==> src/rtl/cpu_pkg.sv <==
// Shared CPU definitions: sequencer state encoding, reset vector and halt address.
// Imported by the state sequencer and the control unit.
package cpu_pkg;

    typedef enum logic [3:0] {
        ST_HALT   = 4'd0,
        ST_FETCH  = 4'd1,
        ST_DECODE = 4'd2,
        ST_EXEC1  = 4'd3,
        ST_EXEC2  = 4'd4
    } state_t;

    localparam logic [31:0] RESET_VECTOR      = 32'hBFC0_0000;
    localparam logic [31:0] HALT_ADDR_DEFAULT = 32'h0000_0000;

    // States in which the control unit may hold an Avalon request open.
    function automatic logic is_mem_state(input state_t s);
        return (s == ST_FETCH) || (s == ST_EXEC1) || (s == ST_EXEC2);
    endfunction

endpackage

==> src/rtl/mem_data_hold.sv <==
// 32-bit holding register for Avalon read data, cleared asynchronously by reset
// and loaded only when the sequencer sees a completed read.
module mem_data_hold (
    input  logic        clk,
    input  logic        rst,
    input  logic        i_load,
    input  logic [31:0] i_d,
    output logic [31:0] o_q
);

    logic [31:0] r_q;

    // Capture register: load on completed read, otherwise hold.
    always_ff @(posedge clk or posedge rst) begin
        if (rst) begin
            r_q <= 32'h0000_0000;
        end else if (i_load) begin
            r_q <= i_d;
        end else begin
            r_q <= r_q;
        end
    end

    assign o_q = r_q;

endmodule

==> src/rtl/cpu_state_sequencer.sv <==
// Multi-cycle state sequencer for the Avalon-bus MIPS CPU: state, stall hold,
// read-data capture, PC commit strobe and halt. Optional counters: STATE_PERF_COUNTERS_EN.
module cpu_state_sequencer
    import cpu_pkg::*;
#(
    parameter logic [31:0] HALT_ADDR = HALT_ADDR_DEFAULT
) (
    input  logic        clk,
    input  logic        reset,
    input  logic        waitrequest,
    input  logic [31:0] readdata,
    input  logic        memread,
    input  logic        memwrite,
    input  logic [31:0] pc_next,
    output logic [3:0]  state,
    output logic        active,
    output logic [31:0] mem_data,
    output logic        stall,
    output logic        pc_en,
    output logic [31:0] cycle_count,
    output logic [31:0] stall_count
);

    state_t r_state;
    state_t w_state_next;
    logic   r_active;
    logic   w_stall;
    logic   w_pc_en;
    logic   w_load;

    assign w_stall = (memread | memwrite) & waitrequest & is_mem_state(r_state);
    assign w_pc_en = (r_state == ST_EXEC2) & ~w_stall;
    // A simultaneous read+write is treated as a malformed request: stall only, never capture.
    assign w_load  = memread & ~memwrite & ~waitrequest &
                     ((r_state == ST_FETCH) || (r_state == ST_EXEC1));

    // Next-state logic; any stalled state holds, unknown codes fall into HALT.
    always_comb begin
        w_state_next = r_state;
        case (r_state)
            ST_HALT:   w_state_next = ST_HALT;
            ST_FETCH:  begin
                if (!w_stall) w_state_next = ST_DECODE;
                else          w_state_next = ST_FETCH;
            end
            ST_DECODE: w_state_next = ST_EXEC1;
            ST_EXEC1:  begin
                if (!w_stall) w_state_next = ST_EXEC2;
                else          w_state_next = ST_EXEC1;
            end
            ST_EXEC2:  begin
                if (w_stall)                   w_state_next = ST_EXEC2;
                else if (pc_next == HALT_ADDR) w_state_next = ST_HALT;
                else                           w_state_next = ST_FETCH;
            end
            default:   w_state_next = ST_HALT;
        endcase
    end

    // State and active flag registers.
    always_ff @(posedge clk or posedge reset) begin
        if (reset) begin
            r_state  <= ST_FETCH;
            r_active <= 1'b1;
        end else begin
            r_state  <= w_state_next;
            r_active <= r_active & (w_state_next != ST_HALT);
        end
    end

    mem_data_hold u_mem_data_hold (
        .clk    (clk),
        .rst    (reset),
        .i_load (w_load),
        .i_d    (readdata),
        .o_q    (mem_data)
    );

`ifdef STATE_PERF_COUNTERS_EN
    logic [31:0] r_cycle_count;
    logic [31:0] r_stall_count;

    // Saturating performance counters, frozen once the CPU halts.
    always_ff @(posedge clk or posedge reset) begin
        if (reset) begin
            r_cycle_count <= 32'h0000_0000;
            r_stall_count <= 32'h0000_0000;
        end else begin
            if (r_active && (r_cycle_count != 32'hFFFF_FFFF)) begin
                r_cycle_count <= r_cycle_count + 32'd1;
            end else begin
                r_cycle_count <= r_cycle_count;
            end
            if (r_active && w_stall && (r_stall_count != 32'hFFFF_FFFF)) begin
                r_stall_count <= r_stall_count + 32'd1;
            end else begin
                r_stall_count <= r_stall_count;
            end
        end
    end

    assign cycle_count = r_cycle_count;
    assign stall_count = r_stall_count;
`else
    assign cycle_count = 32'h0000_0000;
    assign stall_count = 32'h0000_0000;
`endif

    assign state  = r_state;
    assign active = r_active;
    assign stall  = w_stall;
    assign pc_en  = w_pc_en;

endmodule
==> config.mk <==
export PLATFORM = sky130hd
export DESIGN_NAME = cpu_state_sequencer
export DESIGN_NICKNAME = d
export VERILOG_FILES = /design/src/rtl/cpu_pkg.sv /design/src/rtl/mem_data_hold.sv /design/src/rtl/cpu_state_sequencer.sv
export SDC_FILE = /design/constraint.sdc
export NUM_CORES = 1
export LEC_CHECK = 0
export ABC_AREA = 0
export CORE_MARGIN = 1
export CORE_UTILIZATION = 33
export CTS_BUF_LIST = sky130_fd_sc_hd__clkbuf_4
export CTS_CLUSTER_SIZE = 10
export DETAILED_ROUTE_END_ITERATION = 8
export HOLD_SLACK_MARGIN = 0.1
export PLACE_DENSITY_LB_ADDON = 0.25
export REMOVE_ABC_BUFFERS = 1
export SYNTH_ARGS = -nofsm -noshare
export SYNTH_HDL_FRONTEND = slang
export SYNTH_SLANG_ARGS = --single-unit
export TNS_END_PERCENT = 100
==> constraint.sdc <==
create_clock -name clk -period 2.3 [get_ports clk]
set_clock_uncertainty 0.2 [all_clocks]
set_input_delay 0.575 -clock clk [delete_from_list [all_inputs] [get_ports clk]]
set_output_delay 0.575 -clock clk [all_outputs]
set_load 0.02 [all_outputs]
### Word-level counts from Yosys, hierarchy flattened

Index checks and enable logic that the tools add are counted.

| word-level totals | value |
|---|---|
| flip-flop bits (word level) | 37 |
| word-level logic and storage cells | 27 |
| input port bits | 69 |

| operators by class | value |
|---|---|
| bitwise gates (word level) | 11 |
| mux-type cells | 5 |
| reduce and logical (&&, ||, !) cells | 4 |
| equality and inequality tests | 4 |

Operators by type and width:

| operator | count |
|---|---|
| 32-bit logical NOT | 1 |
| 3-bit one-hot mux with 4 select lines | 1 |
| 4-bit by 2-bit equality test with 1-bit output (second input constant) | 2 |
| 1-bit AND | 7 |
| 3-bit 2-to-1 mux | 2 |
| 4-bit by 1-bit equality test with 1-bit output (second input constant) | 1 |
| 4-bit by 3-bit equality test with 1-bit output (second input constant) | 1 |
| 4-bit nonzero test | 1 |
| 1-bit inverter | 3 |
| 1-bit logical OR | 2 |
| 2-bit 2-to-1 mux | 1 |
| 1-bit 2-to-1 mux | 1 |
| 1-bit OR | 1 |

### Depth between registers and ports, before layout

| depth | value |
|---|---|
| depth after elaboration | 8 |
| gate-level depth with buffers | 5 |
| depth with buffers taken out | 4 |

### Cells and area by module

A second synthesis with hierarchy kept.

| second synthesis, totals | value |
|---|---|
| cells, all modules | 171 |
| area total of the unflattened synthesis | 2,154.6 um2 |

By module, submodules not included:

| module | instances | area each (um2) | cells an instance |
|---|---|---|---|
| mem_data_hold | 1 | 1,348.8 | 69 |
| cpu_state_sequencer | 1 | 805.8 | 102 |

### Worst setup path after synthesis

No wires, ideal clock.

| timing path | value |
|---|---|
| path kind | reg-to-reg |
| from | register r_state[2] (netlist: state[2]) |
| to | register u_mem_data_hold.r_q[0] (netlist: u_mem_data_hold.o_q[0]) |
| arrival time | 1.625 ns |
| slack | 0.350 ns |
| setup time | 0.125 ns |
| buffers on the path | 2 |
| cell stages (with the launch flop) | 6 |
| path through | dfrtp_1 buf_6 nand2b_4 nor4b_4 buf_6 mux2_2 |

| on the way | value |
|---|---|
| longest elaborated chain between the ends | 3 |
| elaborated cells on any way between the ends | 4 |
| classes of those cells | eq/ne: 2; bitwise: 1; reduce/logical: 1 |

Ends and longest elaborated chain:

| what | RTL line | RTL |
|---|---|---|
| start: declaration | cpu_state_sequencer.sv:24 | `state_t r_state;` |
| start signal: assignment | cpu_state_sequencer.sv:66 | `r_state <= w_state_next;` |
| 4-bit by 1-bit equality test with 1-bit output / 4-bit by 2-bit equality test with 1-bit output (equally long branches) | cpu_state_sequencer.sv:35 | `((r_state == ST_FETCH) \|\| (r_state == ST_EXEC1));` |
| 1-bit logical OR (*) | cpu_state_sequencer.sv:35 |  |
| 1-bit AND (*) | cpu_state_sequencer.sv:34 | `assign w_load = memread & ~memwrite & ~waitrequest &` |
| end signal: assignment | mem_data_hold.sv:18 | `r_q <= i_d;` |
| end signal: assignment | mem_data_hold.sv:20 | `r_q <= r_q;` |
| end: declaration | mem_data_hold.sv:11 | `logic [31:0] r_q;` |

Every way passes the cells marked *; elsewhere a longest branch is shown, timed or not.
A chain may end at the register's enable or synchronous reset.

### Final worst setup path

| timing path | value |
|---|---|
| from | register r_state[1] (netlist: state[1]) |
| to | output port state[1] |

RTL lines:

| what | RTL line | RTL |
|---|---|---|
| end: declaration | cpu_state_sequencer.sv:15 | `output logic [3:0] state,` |

No word-level cell between the ends.

==> flow_metrics.env <==
export IMPL_outcome="finished clean"
export IMPL_dr_pass1_iters=6
export IMPL_grt_pass1_wl_um=6210
export IMPL_via_per_inst=4.08
export IMPL_initial_core_util=0.341
export IMPL_setup_viol=0
export IMPL_cts_hold_buf=0
export IMPL_power_frac_clock=0.134
export IMPL_setup_tns_final_ns=0
export IMPL_cts_root_buf="clkbuf_4"
export IMPL_diodes=0
export IMPL_yosys_top_cells_count="65 x buf_4, 34 x dfrtp_1, 26 x mux2_2"
export IMPL_wire_per_inst_um=11.0
export IMPL_drt_total_wl_um=3980
export IMPL_async_flop_share=1.00
export IMPL_multi_input_area_sq_um=810
export IMPL_ys_top_cells_by_area="dfrtp_1 42%, buf_4 24%, mux2_2 15%, mux2_1 3.4%, dfstp_2 2.6%"
export IMPL_final_hold_violation_count=0
export IMPL_maxSlewViolCount=0
export IMPL_cpMaxStageDelayCell="clkdlybuf4s50_1"
export IMPL_cts_tree="yes"
export IMPL_rows=28
export IMPL_worstReg2RegStart="state[0]"
export IMPL_timing_final_crit_period_ns=2.20
export IMPL_die_w_um=80.0
export IMPL_crit_buf_inv=2
export IMPL_drv_cap=0
export IMPL_period_share=0.957
export IMPL_rr_worst_depth=4
export IMPL_reg2reg_slack_ns=0.42
export IMPL_path_delay_family="buffers and inverters"
export IMPL_rsz0062_at_grt="false"
export IMPL_hpwl_um=3210
export IMPL_clockBufferDepth=2
export IMPL_grt_max_degree=33
export IMPL_cp_arrival_ns=1.43
export IMPL_start_kind="flip-flop"
export IMPL_synth_cell_types=23
export IMPL_first_global_vias=1375
export IMPL_crit_path_max_fanout=4
export IMPL_syn2layout_area_growth_pct=50.1
export IMPL_seq_power_share=0.342
export IMPL_io_pins=172
export IMPL_drc=0
export IMPL_die_height_um=80.0
export IMPL_cts_buffers=5
export IMPL_routabilityCongestion=0.694
export IMPL_layout_drive_gt1_share=0.164
export IMPL_cp_cell_sequence="buf_4 -> clkdlybuf4s50_1"
export IMPL_fin_area_sq_um=3010
export IMPL_synthFlopType="dfrtp_1"
export IMPL_core_area_sq_um=5890
export IMPL_yosys_cell_count_top_type="buf_4"
export IMPL_syn_avg_cell_area_sq_um=11.9
export IMPL_netlist_area_leader_share=0.424
export IMPL_vdd_drop_max_v=0.000582
export IMPL_fmax_mhz=454
export IMPL_antenna_found_initial=0
export IMPL_whs_ns=0.267
export IMPL_worst_endpoint_required_ns=1.52
export IMPL_clock_latency_ns=0.33
export IMPL_netlist_area_sq_um=2010
export IMPL_synth_edf_count=0
export IMPL_h_tree_depth=2
export IMPL_die_area_sq_um=6390
export IMPL_dr_total_vias=1472
export IMPL_setup_ws_ns=0.0988
export IMPL_cts_clk_slew_worst_paths_ns=0.11
export IMPL_drtIter0Drc=28
export IMPL_cts_setup_buffers=0
export IMPL_reg2reg_to="u_mem_data_hold.o_q[18]"
export IMPL_path_class="flip-flop to output port"
export IMPL_p_int_mw=2.04
export IMPL_hp_class="primary input to async pin"
export IMPL_powerDensity_nw_per_um2=1060
export IMPL_track_usage=0.126
export IMPL_port_buffers=106
export IMPL_max_stage_delay_ns=0.61
export IMPL_netSwitchingPower_mw=1.16
export IMPL_synthCells=169
export IMPL_place_area_sq_um=2940
export IMPL_worstSetupEndpointType="output port"
export IMPL_p_comb_frac=0.524
export IMPL_yosys_warnings=0
export IMPL_synth_seq_cells=36
export IMPL_regArea_sq_um=903
export IMPL_synth_seq_area_share=0.450
export IMPL_swShare=0.362
export IMPL_yosysTopAreaCell="dfrtp_1"
export IMPL_ant_nets=0
export IMPL_p_leak_nw=1.36
export IMPL_clock_sinks=36
export IMPL_n_fill_cell=570
export IMPL_overflow=0
export IMPL_nets=354
export IMPL_place_ws_ns=-0.548
[metrics by stage]
| stage | cells | power (mW) | utilization |
|---|---|---|---|
| finish | 361 | 3.20 | 0.511 |
| global route | 361 | 3.42 | 0.511 |
| CTS | 361 | 3.26 | 0.511 |
| detailed placement | 353 | 2.83 | 0.500 |
| global placement | 353 | 2.80 | 0.500 |
| floorplan | 164 | 1.96 | - |
[layer usage]
layer / global-route usage / part of all wire / vias up / wire length (um)
met4: 0.0518 / 0.013 / 0 / 53
met2: 0.226 / 0.52 / 98 / 2070
met3: 0.0400 / 0.10 / 7 / 410
li1: - / - / 675 / -
met1: 0.136 / 0.36 / 692 / 1450
met5: 0 / 0 / - / 0
[power groups by stage]
stage          clock network (mW)  registers, mW  logic, mW
2_1_floorplan                   0           1.49      0.465
3_3_place_gp                    0           1.10       1.69
3_5_place_dp                    0           1.12       1.71
4_1_cts                     0.455           1.10       1.70
5_1_grt                     0.485           1.14       1.79
6_report                    0.431           1.10       1.68
[placed cells by master, fill, tap and decap left out, types with 2 or more instances in the layout]
cell type        Yosys  layout
o21ai_0              3       3
buf_4               65       9
dlygate4sd2_1        0       5
nand2_1              3       3
mux2_1               6       6
dfrtp_1             34      34
clkdlybuf4s50_1      0      98
nor4_1               8       8
nand4_1              2       2
nor2_1               4       4
mux2_2              26      26
clkinv_1             0       2
clkbuf_4             0       5
dfstp_2              2       2
conb_1               1      65
[kinds of logic (layout without fill, tap and decap cells)]
group | count (synthesis) | after routing | share of synthesized area
muxes | 32 | 32 | 0.180
other | 1 | 65 | 0.00187
buffers and inverters | 70 | 123 | 0.268
xor gates and xnor gates | 2 | 2 | 0.00874
AOI/OAI and AO/OA | 6 | 6 | 0.0175
and+or+nand+nor | 22 | 22 | 0.0742
DFF | 36 | 36 | 0.450
[state kept, by name, indices dropped and copies added, names as in the netlist]
name                 cells
u_mem_data_hold.o_q     32
active                   1
state                    3
[worst max path at each step]
stage                              to     start  cells after the start  slack, ns
2_1_floorplan  u_mem_data_hold.o_q[0]  state[0]                      3      -0.28
3_3_place_gp                    stall   memread                      5      -0.49
3_5_place_dp                    stall   memread                      5      -0.55
4_1_cts                        active    active                      1       0.02
5_1_grt                         stall  state[0]                      4       0.02
6_report                     state[1]  state[1]                      2        0.1
[what timing repair did]
action / 4_1_cts / 5_1_grt
pin swaps: 1 / 0
endpoints found under the setup margin: 4 / 1
gates resized for setup: 16 / 1
[layout make-up]
cell class | count | area share
tap | 75 | 0.0312
timing repair buffer | 114 | 0.374
clock buffer | 5 | 0.0125
clock inverter | 3 | 0.0125
multi-input combinational | 127 | 0.269
sequential | 36 | 0.300
inverter | 1 | 0.00125
Note: power is estimated with default switching activity, not from simulation.
